**config.mk**
```make
export PLATFORM = sky130hd
export DESIGN_NAME = prog_loader
export DESIGN_NICKNAME = d
export VERILOG_FILES = /design/src/rtl/prog_loader.sv
export SDC_FILE = /design/constraint.sdc
export NUM_CORES = 1
export LEC_CHECK = 0
export ABC_AREA = 1
export CORE_ASPECT_RATIO = 0.6
export CORE_MARGIN = 8
export CORE_UTILIZATION = 49
export CTS_CLUSTER_DIAMETER = 40
export DETAILED_ROUTE_END_ITERATION = 10
export PLACE_DENSITY = 0.76
export REMOVE_ABC_BUFFERS = 1
export SLEW_MARGIN = 5
export SYNTH_ARGS = -nofsm -noshare
export SYNTH_HDL_FRONTEND = slang
export SYNTH_SLANG_ARGS = --single-unit
```
**constraint.sdc**
```tcl
create_clock -name clk -period 1.47 [get_ports clk]
set_clock_uncertainty 0.1 [all_clocks]
set_input_delay 0.147 -clock clk [delete_from_list [all_inputs] [get_ports clk]]
set_output_delay 0.147 -clock clk [all_outputs]
set_load 0.01 [all_outputs]
```
**src/rtl/prog_loader.sv**
```systemverilog
// Boot-time program loader: packs a length-prefixed byte stream into 32-bit words,
// writes them to program memory at consecutive addresses, then releases the core.
module prog_loader #(
    parameter int unsigned TIMEOUT_CYC = 1024,
    parameter int unsigned CNT_W       = 11
) (
    input  logic        clk,
    input  logic        rst,
    input  logic        rx_valid,
    input  logic [7:0]  rx_data,
    output logic        rx_ready,
    input  logic        load_req,
    output logic        pm_write,
    output logic [7:0]  pm_addr,
    output logic [31:0] pm_wdata,
    output logic        cpu_rst,
    output logic        done,
    output logic        err
);

    localparam int unsigned WCNT_W = 9;

    typedef enum logic [2:0] {
        S_WAIT_LEN = 3'd0,
        S_RECV     = 3'd1,
        S_WRITE    = 3'd2,
        S_RUN      = 3'd3,
        S_ERR      = 3'd4
    } state_t;

    state_t            state_q;
    state_t            state_d;
    logic [WCNT_W-1:0] len_q;
    logic [WCNT_W-1:0] word_cnt_q;
    logic [1:0]        byte_cnt_q;
    logic [CNT_W-1:0]  tmo_q;
    logic              xfer;
    logic              tmo_en;
    logic              tmo_hit;
    logic              word_last;

    assign xfer      = rx_valid & rx_ready;
    assign tmo_en    = (TIMEOUT_CYC != 0);
    assign tmo_hit   = tmo_en && (tmo_q == CNT_W'(TIMEOUT_CYC));
    assign word_last = (word_cnt_q + WCNT_W'(1)) == len_q;

    always_ff @(posedge clk or negedge rst) begin
        if (!rst) begin
            state_q <= S_WAIT_LEN;
        end else begin
            state_q <= state_d;
        end
    end

    always_comb begin
        state_d = state_q;
        case (state_q)
            S_WAIT_LEN: if (xfer) state_d = S_RECV;
            S_RECV: begin
                if (xfer && (byte_cnt_q == 2'd3)) begin
                    state_d = S_WRITE;
                end else if (!xfer && tmo_hit) begin
                    state_d = S_ERR;
                end
            end
            S_WRITE:    state_d = word_last ? S_RUN : S_RECV;
            S_RUN:      if (load_req) state_d = S_WAIT_LEN;
            S_ERR:      if (load_req) state_d = S_WAIT_LEN;
            default:    state_d = S_WAIT_LEN;
        endcase
    end

    always_comb begin
        rx_ready = 1'b0;
        pm_write = 1'b0;
        cpu_rst  = 1'b1;
        done     = 1'b0;
        err      = 1'b0;
        case (state_q)
            S_WAIT_LEN, S_RECV: rx_ready = 1'b1;
            S_WRITE:            pm_write = 1'b1;
            S_RUN: begin
                cpu_rst = 1'b0;
                done    = 1'b1;
            end
            S_ERR:              err = 1'b1;
            default: ;
        endcase
    end

    // Header capture, word assembly, address/word counting and inter-byte timeout
    always_ff @(posedge clk or negedge rst) begin
        if (!rst) begin
            len_q      <= '0;
            word_cnt_q <= '0;
            byte_cnt_q <= '0;
            tmo_q      <= '0;
            pm_addr    <= '0;
            pm_wdata   <= '0;
        end else begin
            case (state_q)
                S_WAIT_LEN: begin
                    if (xfer) begin
                        len_q      <= (rx_data == 8'd0) ? WCNT_W'(256) : WCNT_W'(rx_data);
                        word_cnt_q <= '0;
                        byte_cnt_q <= '0;
                        tmo_q      <= '0;
                        pm_addr    <= '0;
                    end
                end
                S_RECV: begin
                    if (xfer) begin
                        pm_wdata   <= {pm_wdata[23:0], rx_data};
                        byte_cnt_q <= byte_cnt_q + 2'd1;
                        tmo_q      <= '0;
                    end else if (tmo_hit) begin
                        byte_cnt_q <= '0;
                        word_cnt_q <= '0;
                    end else if (tmo_en) begin
                        tmo_q <= tmo_q + CNT_W'(1);
                    end
                end
                S_WRITE: begin
                    word_cnt_q <= word_cnt_q + WCNT_W'(1);
                    pm_addr    <= pm_addr + 8'd1;
                    tmo_q      <= '0;
                end
                default: ;
            endcase
        end
    end

endmodule

```
# [Yosys cells after proc, flatten, opt, wreduce, memory -nomap -nowiden]
# Index checks and enable logic that the tools add are counted.
[classes] n_addsub=4 eq_ne=14 mux=26 bitwise_logic=1 n_reduce_logical=17
[op_table] op="9-bit two-way mux" n=4
[op_table] op="11-bit two-way mux" n=3
[op_table] op="11-bit one-hot mux with 3 select lines" n=1
[op_table] op="9-bit one-hot mux with 3 select lines" n=1
[op_table] op="8-bit one-hot mux with 2 select lines" n=1
[op_table] op="3-bit two-way mux" n=4
[op_table] op="3-bit one-hot mux with 4 select lines" n=1
[op_table] op="11-bit by 1-bit adder with 11-bit output (second input constant)" n=1
[op_table] op="11-bit equality test (second input constant)" n=1
[op_table] op="9-bit by 1-bit adder with 9-bit output (second input constant)" n=1
[op_table] op="9-bit equality test" n=1
[op_table] op="3-bit inequality test (second input constant)" n=3
[op_table] op="3-bit AND reduction" n=3
[op_table] op="8-bit by 1-bit adder with 8-bit output (second input constant)" n=1
[op_table] op="8-bit logical NOT" n=1
[op_table] op="2-bit two-way mux" n=4
[op_table] op="8-bit two-way mux" n=1
[op_table] op="3-bit by 2-bit equality test with 1-bit output (second input constant)" n=2
[op_table] op="2-bit inequality test (second input constant)" n=3
[op_table] op="2-bit AND reduction" n=3
[op_table] op="1-bit two-way mux" n=5
[op_table] op="2-bit one-hot mux with 2 select lines" n=1
[op_table] op="4-bit AND reduction" n=1
[op_table] op="2-bit nonzero test" n=2
[op_table] op="11 further kinds" n=13
[word_totals] reg_bits=74 inputBits=12 output_inout_bits=45 word_cells=69

# [Depth between registers and ports, before layout]
# Gate-level depths: netlist of run 1.
[logic_depth] word_depth=9 mapped_depth=12 ltp_nobuf=12

# [Least setup slack after synthesis of run 1]
# OpenSTA, ideal clock, no wires.
[synth_path] path_type="reg-to-reg" from="reg tmo_q[0]" to="reg word_cnt_q[4]" setup_time_ps=135 t_arrival_ps=1333 required_time_ps=1235 setup_slack_ps=-98 stages_incl_launch_ff=10 path_buffers=0 synth_period_minus_slack_ps=1568 path_cell_list="dfrtp_1 > inv_1 > ha_1 > nand4_1 > nor2_2 > nand2_1 > nand2_1 > nand3_4 > nand2_1 > o21ai_0"
[synth_between] elab_chain_cells=3
[synth_lines] element="start, declared" line_no="36" rtl="logic [CNT_W-1:0] tmo_q;"
[synth_lines] element="start signal, assigned" line_no="120" rtl="tmo_q <= tmo_q + CNT_W'(1);"
[synth_lines] element="11-bit equality test" line_no="44" rtl="assign tmo_hit = tmo_en && (tmo_q == CNT_W'(TIMEOUT_CYC));"
[synth_lines] element="2-bit inequality test (no source line)"
[synth_lines] element="4-bit AND reduction (no source line)"
[synth_lines] element="end signal, assigned" line_no="124" rtl="word_cnt_q <= word_cnt_q + WCNT_W'(1);"
[synth_lines] element="end, declared" line_no="34" rtl="logic [WCNT_W-1:0] word_cnt_q;"
# No other way between the ends.
# A chain may end at the register's enable or synchronous reset.

# [Worst setup path after layout of run 1]
[layout_path] from="reg word_cnt_q[0]" to="reg state_q[1]"
[layout_between] elab_chain_cells=4
[layout_lines] element="9-bit by 1-bit adder with 9-bit output" line_no="45" rtl="assign word_last = (word_cnt_q + WCNT_W'(1)) == len_q;"
[layout_lines] element="9-bit equality test" line_no="45"
[layout_lines] element="2-bit two-way mux" line_no="66" rtl="S_WRITE: state_d = word_last ? S_RUN : S_RECV;"
[layout_lines] element="3-bit one-hot mux with 4 select lines" line_no="57" rtl="case (state_q)"
[layout_lines] element="end signal, assigned" line_no="51" rtl="state_q <= state_d;"
[layout_lines] element="end, declared" line_no="31" rtl="state_t state_q;"
# No other way between the ends.

==> summary.md, run 1 <==
| Metric | Value |
|---|---|
| P&R area growth vs syn | `57.6%` |
| Worst slew pin tran | `roughly 0.39 ns` |
| Worst setup margin | `-0.202 ns` |
| Ys Warns | `0` |
| CP max stage cell | `dfrtp_1` |
| Top cell type's share of synthesized area | `50.4%` |
| Final core occ | `79.7%` |
| DRT Wirelength | `around 12000 um` |
| Final Setup Violations | `76` |
| Worst ir drop on vdd | `~1.1 mV` |
| Seq/Total Area, Yosys | `about half` |
| # IOs | `57` |
| Pins over their slew limit | `0` |
| Net Switching | `3.58 mW` |
| Post-synthesis adder-cell area fraction | `under 10%` |
| Minimum clock period | `around 1.7 ns` |
| Main synth FF type | `dfrtp_1` |
| Starting DRT DRC Count | `between 300 and 400` |
| Most common cell in the synthesized netlist | `nand2_1` |
| Inst Count DP | `673` |
| Switching Fraction | `37.8%` |
| Layout Nets | `620` |
| Core area | `around 7300 um2` |
| Gr usage total | `21.2%` |
| Mux cell area share after synthesis | `0%` |
| Crit-path cells | `buf_6 -> nand2_1 -> nor2_1 -> buf_4 -> nand3_1 -> nand3_1 -> nand2_2 -> nand2_1 -> nor2_1 -> nand2_1 -> nand3_1` |
| Number of global-route vias before repair | `about 3.7k` |
| Synth top area cells | `dfrtp_1 50%, nand2_1 16%, o21ai_0 6.7%` |
| Detailed-route via count | `around 3.8k` |
| Clock root cell | `clkbuf_16` |
| Internal power | `just under 6 mW` |
| Largest net degree at the start of global routing | `75` |
| Mapped cell area | `approximately 3700 um2` |
| CTS tree | `done` |
| Hold Crit Class | `in2async` |
| Leak Pwr | `between 2 and 3 nW` |
| Num CTS Buffers | `9` |
| CP Class | `reg2reg` |
| Largest family of logic cells by synthesized area | `simple AND/OR/NAND/NOR gates` |
| Tcrit/Tclk final | `114%` |
| CP Max Fanout | `7` |
| Fraction of registers with async set or reset after synthesis | `between 90% and 100%` |
| Logic pwr share | `47.1%` |
| WP data arrival | `1.79 ns` |
| Avg WL per Cell | `approximately 17 um` |
| GPL Wtd Cong | `about 0.91` |
| Top cell type by total area after synthesis | `dfrtp_1` |
| Clock power share | `20.2%` |
| IO Port Bufs | `56` |
| Post-synthesis instance total | `~470` |
| Htree depth | `3` |
| CP Capture Type | `flop` |
| Clock-pin slew on the worst setup and hold paths | `0.05 ns` |
| Compound-cell area share of the yosys netlist | `10.2%` |
| Post-DP HPWL | `6870 um` |
| Die Height | `around 83 um` |
| Global route overflow | `0` |
| Antenna violations before repair | `0` |
| Post-synth EDFFs | `0` |
| Reg2reg path depth | `11` |
| Slew HR | `around three quarters` |
| PD cells | `~1600 nW/um2` |
| Seq cells post-synth | `74` |
| Skew-Pair Late Insertion Delay | `roughly 0.33 ns` |
| Syn Area/Cell | `roughly 8 um2` |
| Sequential power share | `between 30% and 40%` |
| Drt first pass iters | `5` |
| Starting Density | `about half` |
| # DRC | `0` |
| CP Launch Type | `flop` |
| RSZ-0062 raised after global routing | `yes` |
| Worst slack, placed | `-0.221 ns` |
| Crit-path max cell delay | `0.40 ns` |
| Commonest cells post-synth | `154 x nand2_1, 74 x dfrtp_1, 63 x inv_1, 49 x o21ai_0, 36 x nand3_1` |
| Final Hold Vio Count | `0` |
| Synth unique cells | `30` |
| Fin Setup TNS | `-7.10 ns` |
| Achievable Freq | `~600 MHz` |
| Global-route wire length before repair | `around 18000 um` |
| Top cell family by delay on the critical path | `simple AND/OR/NAND/NOR gates` |
| Buffers plus inverters on the worst setup path | `2` |
| ANT nets after route | `0` |
| MaxCap Viol Count | `0` |
| Via density | `approximately 5.3` |
| Failing checks | `setup timing` |
| Max clock buf depth | `2` |
| Rows | `24` |
| Cell Count, Final, Fillers Out | `between 700 and 800` |
| FILL cells | `approximately 460` |
| TritonCTS Sinks | `74` |
| Worst hold slack | `around 0.26 ns` |
| WP data required | `about 1.6 ns` |
| Levels on crit path | `11` |
| Post-synthesis xor/xnor area fraction | `0.477%` |
| Simple-Gate Fraction of Synth Area | `~28%` |
| Layout cell share with drive strength beyond 1 | `about a third` |
| Status | `finished, violations left` |
| Die width | `between 100 and 150 um` |
| Die Footprint | `10600 um2` |
| Antenna Diode Count | `0` |
==> routing by layer <==
layer / vias up / global-route usage (%) / routed length (um)
li1: 1780 / - / -
met1: 1812 / 26.1 / 4970
met2: 140 / 35.2 / 5970
met3: 35 / 6.51 / 708
met4: 0 / 5.90 / 308
met5: - / 0 / 0
==> placed cells by master, fill, tap and decap left out, drive strengths merged <==
cell           instances
a21oi                 12
a22o                   1
buf                   83
clkbuf                12
clkdlybuf4s50         10
clkinv                 1
dfrtp                 74
dlygate4sd2           37
dlygate4sd3            1
dlymetal6s2s           3
ha                     5
inv                   68
nand2                156
nand3                 39
nand4                 11
nor2                  30
nor3                   1
nor4                   1
o21ai                 54
o22ai                  1
o31ai                  2
xnor2                  1
xor2                   1
==> stage by stage <==
step / power, mW / cell area (um2)
final: 9.47 / 5790
after global routing: 9.94 / 5790
after global placement: 6.13 / 4740
after CTS: 9.03 / 5560
after detailed placement: 6.25 / 4740
after floorplan: 4.45 / 3580
==> flip-flops by register name (all words and copies together), names as in the netlist <==
signal      flops
tmo_q          11
state_q         3
pm_wdata       32
byte_cnt_q      2
pm_addr         8
word_cnt_q      9
len_q           9
==> worst paths after layout <==
path,from,to,slack (ns)
worst max-delay path,word_cnt_q[0],state_q[1],-0.20
worst min-delay path,rst,pm_wdata[27],0.26
worst max register to register,word_cnt_q[0],state_q[1],-0.20
worst min register to register,pm_wdata[30],pm_wdata[30],0.37
max in group asynchronous,rst,tmo_q[9],0.69
min in group clk,rx_data[3],len_q[3],0.29
==> power groups by stage <==
stage                     logic (mW)  registers, mW  clock network (mW)
final                           4.46           3.10                1.91
after global routing            4.79           3.16                2.00
after CTS                       4.04           3.06                1.93
after detailed placement        3.21           3.04                   0
after global placement          3.11           3.02                   0
after floorplan                 1.27           3.18                   0
==> worst min-delay path, stage by stage <==
cell and delay [ns]:
dlygate4sd3_1 0.51, buf_2 0.12, buf_12 0.34
==> kinds of logic after synthesis <==
family / Yosys count
compound gates: 70
flops: 74
fa+ha+maj: 5
simple gates: 237
buf+inv: 81
xor+xnor: 2
==> cell type report <==
cell class / instances / area [um2] / share of cell area, %
clock buffers: 11 / 243 / 4.19
clock inverters: 1 / 5.00 / 0.0864
inverters: 68 / 260 / 4.50
multi-input cells: 315 / 1890 / 32.6
flip-flops and latches: 74 / 1850 / 32.0
well taps: 104 / 130 / 2.25
repair buffers: 135 / 1410 / 24.3
==> timing repair <==
| action | 4_1_cts | 5_1_grt |
|---|---|---|
| pin swaps | 27 | 20 |
| setup endpoints to repair | 110 | 82 |
| hold endpoints to repair | 74 | 0 |
| hold buffers | 1 | 0 |
| buffers inserted | 11 | 3 |
| gates resized for setup | 187 | 59 |
| cloned | 7 | 1 |
No activity file was read; power rests on OpenSTA's default activity.
==> run 2: changes to the inputs <==
--- a/config.mk
+++ b/config.mk
@@ -13,7 +13,7 @@
 export DETAILED_ROUTE_END_ITERATION = 10
 export PLACE_DENSITY = 0.76
 export REMOVE_ABC_BUFFERS = 1
-export SLEW_MARGIN = 5
+export SKIP_LAST_GASP = 1
 export SYNTH_ARGS = -nofsm -noshare
 export SYNTH_HDL_FRONTEND = slang
 export SYNTH_SLANG_ARGS = --single-unit
==> summary.md, run 2 (synthesis gave the netlist of run 1 again) <==
| Metric | Value |
|---|---|
| Drt first pass iters | `6 (+1)` |
| Tcrit/Tclk final | `124% (+10 points)` |
| Met1 wire length | `5070 um (+2.0%)` |
| Starting Density | `50.6% (unchanged)` |
| CP Max Fanout | `7 (unchanged)` |
| Met3 wire length | `1090 um (+54%)` |
| Die Height | `83.1 um (unchanged)` |
| ANT nets after route | `0 (unchanged)` |
| Post-DP HPWL | `6870 um (unchanged)` |
| CP Class | `reg2reg` |
| Skew-Pair Late Insertion Delay | `0.33 ns (about the same)` |
| Die Footprint | `10600 um2 (unchanged)` |
| Multi-input logic area | `2080 um2 (+10%)` |
| Worst ir drop on vdd | `1.12 mV (+1.0%)` |
| Regs by FF count | `pm_wdata (32), tmo_q (11)` |
| Die width | `128 um (unchanged)` |
| Achievable Freq | `550 MHz (-8.1%)` |
| RSZ-0062 raised after global routing | `yes` |
| Htree depth | `3 (unchanged)` |
| Rows | `24 (unchanged)` |
| Reg with most FFs | `pm_wdata` |
| Reg2Reg Setup Slack | `-0.35 ns (-0.15 ns)` |
| Gr usage total | `20.9% (-0.30 points)` |
| Via density | `5.49 (+3.2%)` |
| Worst slack, placed | `-0.221 ns (unchanged)` |
| P&R area growth vs syn | `64.3%` |
| DP Area | `4740 um2 (unchanged)` |
| # IOs | `57 (unchanged)` |
| TritonCTS Sinks | `74 (unchanged)` |
| Metal2 WL | `6340 um (+6.2%)` |
| DRT Wirelength | `13000 um (+8.3%)` |
| IO Port Bufs | `56 (unchanged)` |
| Worst slew pin tran | `0.403 ns (+0.0163 ns)` |
| Detailed-route via count | `3915 (+3.9%)` |
| Number of global-route vias before repair | `3699 (-1.3%)` |
| WP data arrival | `1.99 ns (+0.20 ns)` |
| Clock root cell | `clkbuf_16` |
| Antenna Diode Count | `0 (unchanged)` |
| # DRC | `0 (unchanged)` |
| Most common cell after layout, fill and taps aside | `nand2_1` |
| WP data required | `1.64 ns (+0.05 ns)` |
| Failing checks | `setup timing` |
| Avg WL per Cell | `18.2 um (+7.5%)` |
| Pins over their slew limit | `0 (unchanged)` |
| Final Setup Violations | `70 (-7.9%)` |
| Minimum clock period | `1.82 ns (+0.147 ns)` |
| Starting DRT DRC Count | `409 (+16%)` |
| Final Hold Vio Count | `0 (unchanged)` |
| CP Launch Type | `flop` |
| Status | `finished, violations left` |
| Antenna violations before repair | `0 (unchanged)` |
| CTS tree | `done` |
| Clock-pin slew on the worst setup and hold paths | `0.05 ns (about the same)` |
| Leak Pwr | `3.14 nW (+6.8%)` |
| FILL cells | `405 (-12%)` |
| Core area | `7270 um2 (unchanged)` |
| Max clock buf depth | `2 (unchanged)` |
| Storage element area | `1850 um2 (unchanged)` |
| Worst setup margin | `-0.349 ns (-0.147 ns)` |
| Final Instance Area | `6040 um2 (+4.3%)` |
| Max FFs per register | `32 (unchanged)` |
| Highest routed layer | `met4` |
| Global-route wire length before repair | `18000 um (-1.2%)` |
| Hold Crit Class | `in2async` |
| Layout cell share with drive strength beyond 1 | `40.7% (+5.8 points)` |
| Num CTS Buffers | `9 (unchanged)` |
| Most frequent cells in the layout | `85 x nand2_1, 73 x dfrtp_1, 55 x buf_4` |
| PD cells | `1680 nW/um2 (+2.5%)` |
| Slew HR | `73.2% (-0.85 points)` |
| CP Capture Type | `flop` |
| Largest net degree at the start of global routing | `75 (unchanged)` |
| Global route overflow | `0 (unchanged)` |
| Layout Nets | `625 (+0.81%)` |
| MaxCap Viol Count | `0 (unchanged)` |
| GPL Wtd Cong | `0.905 (unchanged)` |
[run 2: cell count changes in the layout (fill, tap and decap cells not counted), moves of 2 or more]
| cell | previous run | this run |
|---|---|---|
| o21ai_0 | 12 | 2 |
| o21ai_1 | 28 | 24 |
| buf_4 | 50 | 55 |
| nand2_1 | 108 | 85 |
| nand2_4 | 10 | 32 |
| inv_2 | 14 | 12 |
| buf_8 | 2 | 4 |
| nand3_2 | 9 | 5 |
| dlymetal6s2s_1 | 3 | 6 |
| nand3_1 | 27 | 31 |
| o21ai_2 | 14 | 28 |
| dlygate4sd2_1 | 37 | 34 |
[run 2: what timing repair did]
item                                    in CTS  in global routing
cloned                                       7                  3
hold endpoints to repair                    74                  0
resized for setup                          164                158
pin swaps                                   27                 25
setup buffers                               11                  9
endpoints found under the setup margin     110                 85
hold buffers                                 1                  0
[run 2: final cells by class]
cell class | instances | area share, %
flip-flops and latches | 74 | 30.7
inverters | 68 | 4.44
multi-input cells | 315 | 34.4
clock buffers | 11 | 4.02
repair buffers | 140 | 24.2
clock inverters | 1 | 0.0829
well taps | 104 | 2.16
[run 2: power by group]
part           internal (mW)  leakage, nW  switching [mW]
logic                   2.36         2.04            2.62
registers               2.62        0.980           0.602
clock network           1.15        0.123           0.772
total                   6.13         3.14            3.99
[run 2: worst max-delay path, cell delays in order (launching register included)]
cell and delay (ns):
dfrtp_1 0.37, buf_4 0.17, nand3_1 0.21, nor2_2 0.19, nand2_1 0.11, nand3_1 0.15
nand3_1 0.13, nor2_1 0.16, nand2_1 0.09, nand3_1 0.07
[run 2: per-layer routing]
metal  up-vias  global-route usage (%)
met5         -                       0
met3        63                    6.57
met1      1864                    26.0
met4         0                    5.79
li1       1779                       -
met2       209                    34.3
[run 2: worst paths after layout]
kind / from / cells after the start / end
hold reg to reg: pm_wdata[29] / 2 / pm_wdata[29]
setup reg to reg: word_cnt_q[0] / 9 / state_q[1]
setup / recovery: word_cnt_q[0] / 9 / state_q[1]
min in group clk: rx_data[2] / 3 / len_q[2]
max in group asynchronous: rst / 3 / state_q[2]
hold / removal: rst / 3 / pm_wdata[27]
[run 2: through the flow]
| step | hold slack (ns) | TNS (ns) | utilization, % | std cells | power (mW) |
|---|---|---|---|---|---|
| finish | 0.293 | -9.51 | 83.1 | 713 | 10.1 |
| global route | 0.344 | -14.40 | 83.1 | 713 | 10.6 |
| CTS | 0.299 | -3.50 | 75.9 | 704 | 8.95 |
| detailed placement | 0.111 | -5.66 | 65.3 | 673 | 6.25 |
| global placement | 0.106 | -1.98 | 65.3 | 673 | 6.13 |
| floorplan | -0.249 | -21.70 | - | 456 | 4.45 |
==> run 3: changes to the inputs <==
--- a/config.mk
+++ b/config.mk
@@ -8,10 +8,10 @@
 export ABC_AREA = 1
 export CORE_ASPECT_RATIO = 0.6
 export CORE_MARGIN = 8
-export CORE_UTILIZATION = 49
+export CORE_UTILIZATION = 54
 export CTS_CLUSTER_DIAMETER = 40
 export DETAILED_ROUTE_END_ITERATION = 10
-export PLACE_DENSITY = 0.76
+export PLACE_DENSITY = 0.79
 export REMOVE_ABC_BUFFERS = 1
 export SKIP_LAST_GASP = 1
 export SYNTH_ARGS = -nofsm -noshare
==> constraint.sdc (replaced) <==
create_clock -name clk -period 2.06 [get_ports clk]
set_clock_uncertainty 0.1 [all_clocks]
set_input_delay 0.206 -clock clk [delete_from_list [all_inputs] [get_ports clk]]
set_output_delay 0.206 -clock clk [all_outputs]
set_load 0.01 [all_outputs]
==> summary.md, run 3 (synthesis gave the netlist of run 1 again) <==
| Metric | Value |
|---|---|
| Starting Density | `55.5% (+4.9 points)` |
| Achievable Freq | `519 MHz` |
| Global-route wire length before repair | `14600 um (-19%)` |
| Final Hold Vio Count | `0 (unchanged)` |
| Crit-path max cell delay | `0.53 ns (+0.16 ns)` |
| Inst Count DP | `605 (-10%)` |
| Htree depth | `3 (unchanged)` |
| Largest net degree at the start of global routing | `75 (unchanged)` |
| Die width | `122 um (-4.1%)` |
| PD cells | `1240 nW/um2 (-26%)` |
| Number of global-route vias before repair | `3111 (-16%)` |
| Layout cell share with drive strength beyond 1 | `7.68% (-33 points)` |
| Clock root cell | `clkbuf_16` |
| Worst ir drop on vdd | `0.753 mV (-33%)` |
| FILL cells | `547 (+35%)` |
| Die Footprint | `9780 um2 (-7.8%)` |
| WP data required | `1.75 ns (+0.11 ns)` |
| Reg with most FFs | `pm_wdata` |
| Worst slew pin tran | `0.465 ns (+0.0622 ns)` |
| Layout Nets | `547 (-12%)` |
| Fin Setup TNS | `0 ns (+9.51 ns)` |
| Global route overflow | `0 (unchanged)` |
| RSZ-0062 raised after global routing | `yes` |
| IO Port Bufs | `56 (unchanged)` |
| Starting DRT DRC Count | `293 (-28%)` |
| Avg WL per Cell | `13.7 um (-25%)` |
| Post-CTS Setup Bufs | `0 (-11)` |
| Minimum clock period | `about 1.9 ns` |
| Drt first pass iters | `4 (-2)` |
| # IOs | `57 (unchanged)` |
| CP Class | `reg2out` |
| Max FFs per register | `32 (unchanged)` |
| Tcrit/Tclk final | `about 93%` |
| Max clock buf depth | `2 (unchanged)` |
| CP Launch Type | `flop` |
| MaxCap Viol Count | `0 (unchanged)` |
| Reg2Reg Setup Slack | `0.20 ns (+0.55 ns)` |
| DRT Wirelength | `8490 um (-34%)` |
| Antenna violations before repair | `0 (unchanged)` |
| Regs by FF count | `pm_wdata (32), tmo_q (11)` |
| Leak Pwr | `2.22 nW (-29%)` |
| Crit-path cells | `nor2_2 -> nand2_1 -> inv_1 -> clkdlybuf4s50_1` |
| GPL Wtd Cong | `0.880 (-2.8%)` |
| CP max stage cell | `clkdlybuf4s50_1` |
| Num CTS Buffers | `9 (unchanged)` |
| ANT nets after route | `0 (unchanged)` |
| Clock-pin slew on the worst setup and hold paths | `0.06 ns (about the same)` |
| Final Instance Area | `4620 um2 (-24%)` |
| Top cell family by delay on the critical path | `buffers and inverters` |
| Status | `completed` |
| Final Setup Violations | `0 (-100%)` |
| Antenna Diode Count | `0 (unchanged)` |
| Most common cell after layout, fill and taps aside | `nand2_1` |
| Via density | `5.20 (-5.4%)` |
| CTS tree | `done` |
| Cell Count, Final, Fillers Out | `621 (-13%)` |
| P&R area growth vs syn | `25.6%` |
| Worst hold slack | `0.328 ns (+0.0345 ns)` |
| Rows | `23 (-4.2%)` |
| Post-DP HPWL | `6000 um (-13%)` |
| Die Height | `79.9 um (-3.8%)` |
| Core area | `6620 um2 (-8.9%)` |
| DP Area | `4300 um2 (-9.3%)` |
| TritonCTS Sinks | `74 (unchanged)` |
| CP Max Fanout | `5 (-2)` |
| CP Capture Type | `output pin` |
| Pins over their slew limit | `0 (unchanged)` |
| Detailed-route via count | `3227 (-18%)` |
| Total Power | `5.70 mW (-44%)` |
| Most frequent cells in the layout | `154 x nand2_1, 74 x dfrtp_1, 63 x inv_1` |
| Skew-Pair Late Insertion Delay | `0.33 ns (about the same)` |
| Hold Crit Class | `in2async` |
| Gr usage total | `18.8% (-2.2 points)` |
| # DRC | `0 (unchanged)` |
| WP data arrival | `1.62 ns (-0.37 ns)` |
| Slew HR | `69.0% (-4.2 points)` |
| Buffers plus inverters on the worst setup path | `2 (+1)` |
-- run 3: changes by cell type in the layout (fill, tap and decap cells not counted), sizes merged --
cell,before,now
buf,87,7
clkdlybuf4s50,10,54
dlygate4sd2,34,1
dlymetal6s2s,6,0
clkbuf,13,10
clkinvlp,0,2
bufinv,0,1
inv,67,68
nand3,39,38
-- run 3: repair_timing --
item	4_1_cts	5_1_grt
hold buffers	1	0
setup endpoints to repair	1	5
endpoints found under the hold margin	74	0
gates resized for setup	2	3
-- run 3: final timing paths --
path                                  to  cells after the start    startpoint
min in group clk            pm_wdata[27]                      2  pm_wdata[27]
setup / recovery                    done                      4    state_q[2]
max in group asynchronous       tmo_q[5]                      3           rst
hold / removal                pm_addr[6]                      3           rst
setup reg to reg           word_cnt_q[4]                      9      tmo_q[0]
hold reg to reg             pm_wdata[27]                      2  pm_wdata[27]
-- run 3: metrics by stage --
step / util, % / worst slack, ns
detailed placement: 65.0 / 0.160
global route: 69.7 / -0.0176
global placement: 65.0 / 0.202
finish: 69.7 / 0.135
CTS: 69.7 / 0.128
floorplan: - / -0.0527
-- run 3: power breakdown --
group | switching [mW] | internal (mW)
clock network | 0.582 | 0.958
logic | 1.11 | 0.888
registers | 0.299 | 1.87
total | 1.99 | 3.71
-- run 3: worst min-delay path, cell delays in order --
cell	delay, ns
dlygate4sd3_1	0.52
buf_2	0.12
buf_12	0.33
-- run 3: cell type report --
type	instances	area (um2)	share of cell area [%]
flip-flops and latches	74	1850	40.1
inverters	68	258	5.58
clock buffers	10	239	5.18
repair buffers	63	622	13.5
multi-input cells	314	1480	32.1
well taps	87	109	2.36
clock inverters	5	55.1	1.19
-- run 3: metal layers --
metal,track usage [%],routed length [um]
met1,24.3,3960
met3,5.44,592
met5,0,0
met2,29.2,3840
met4,7.50,99
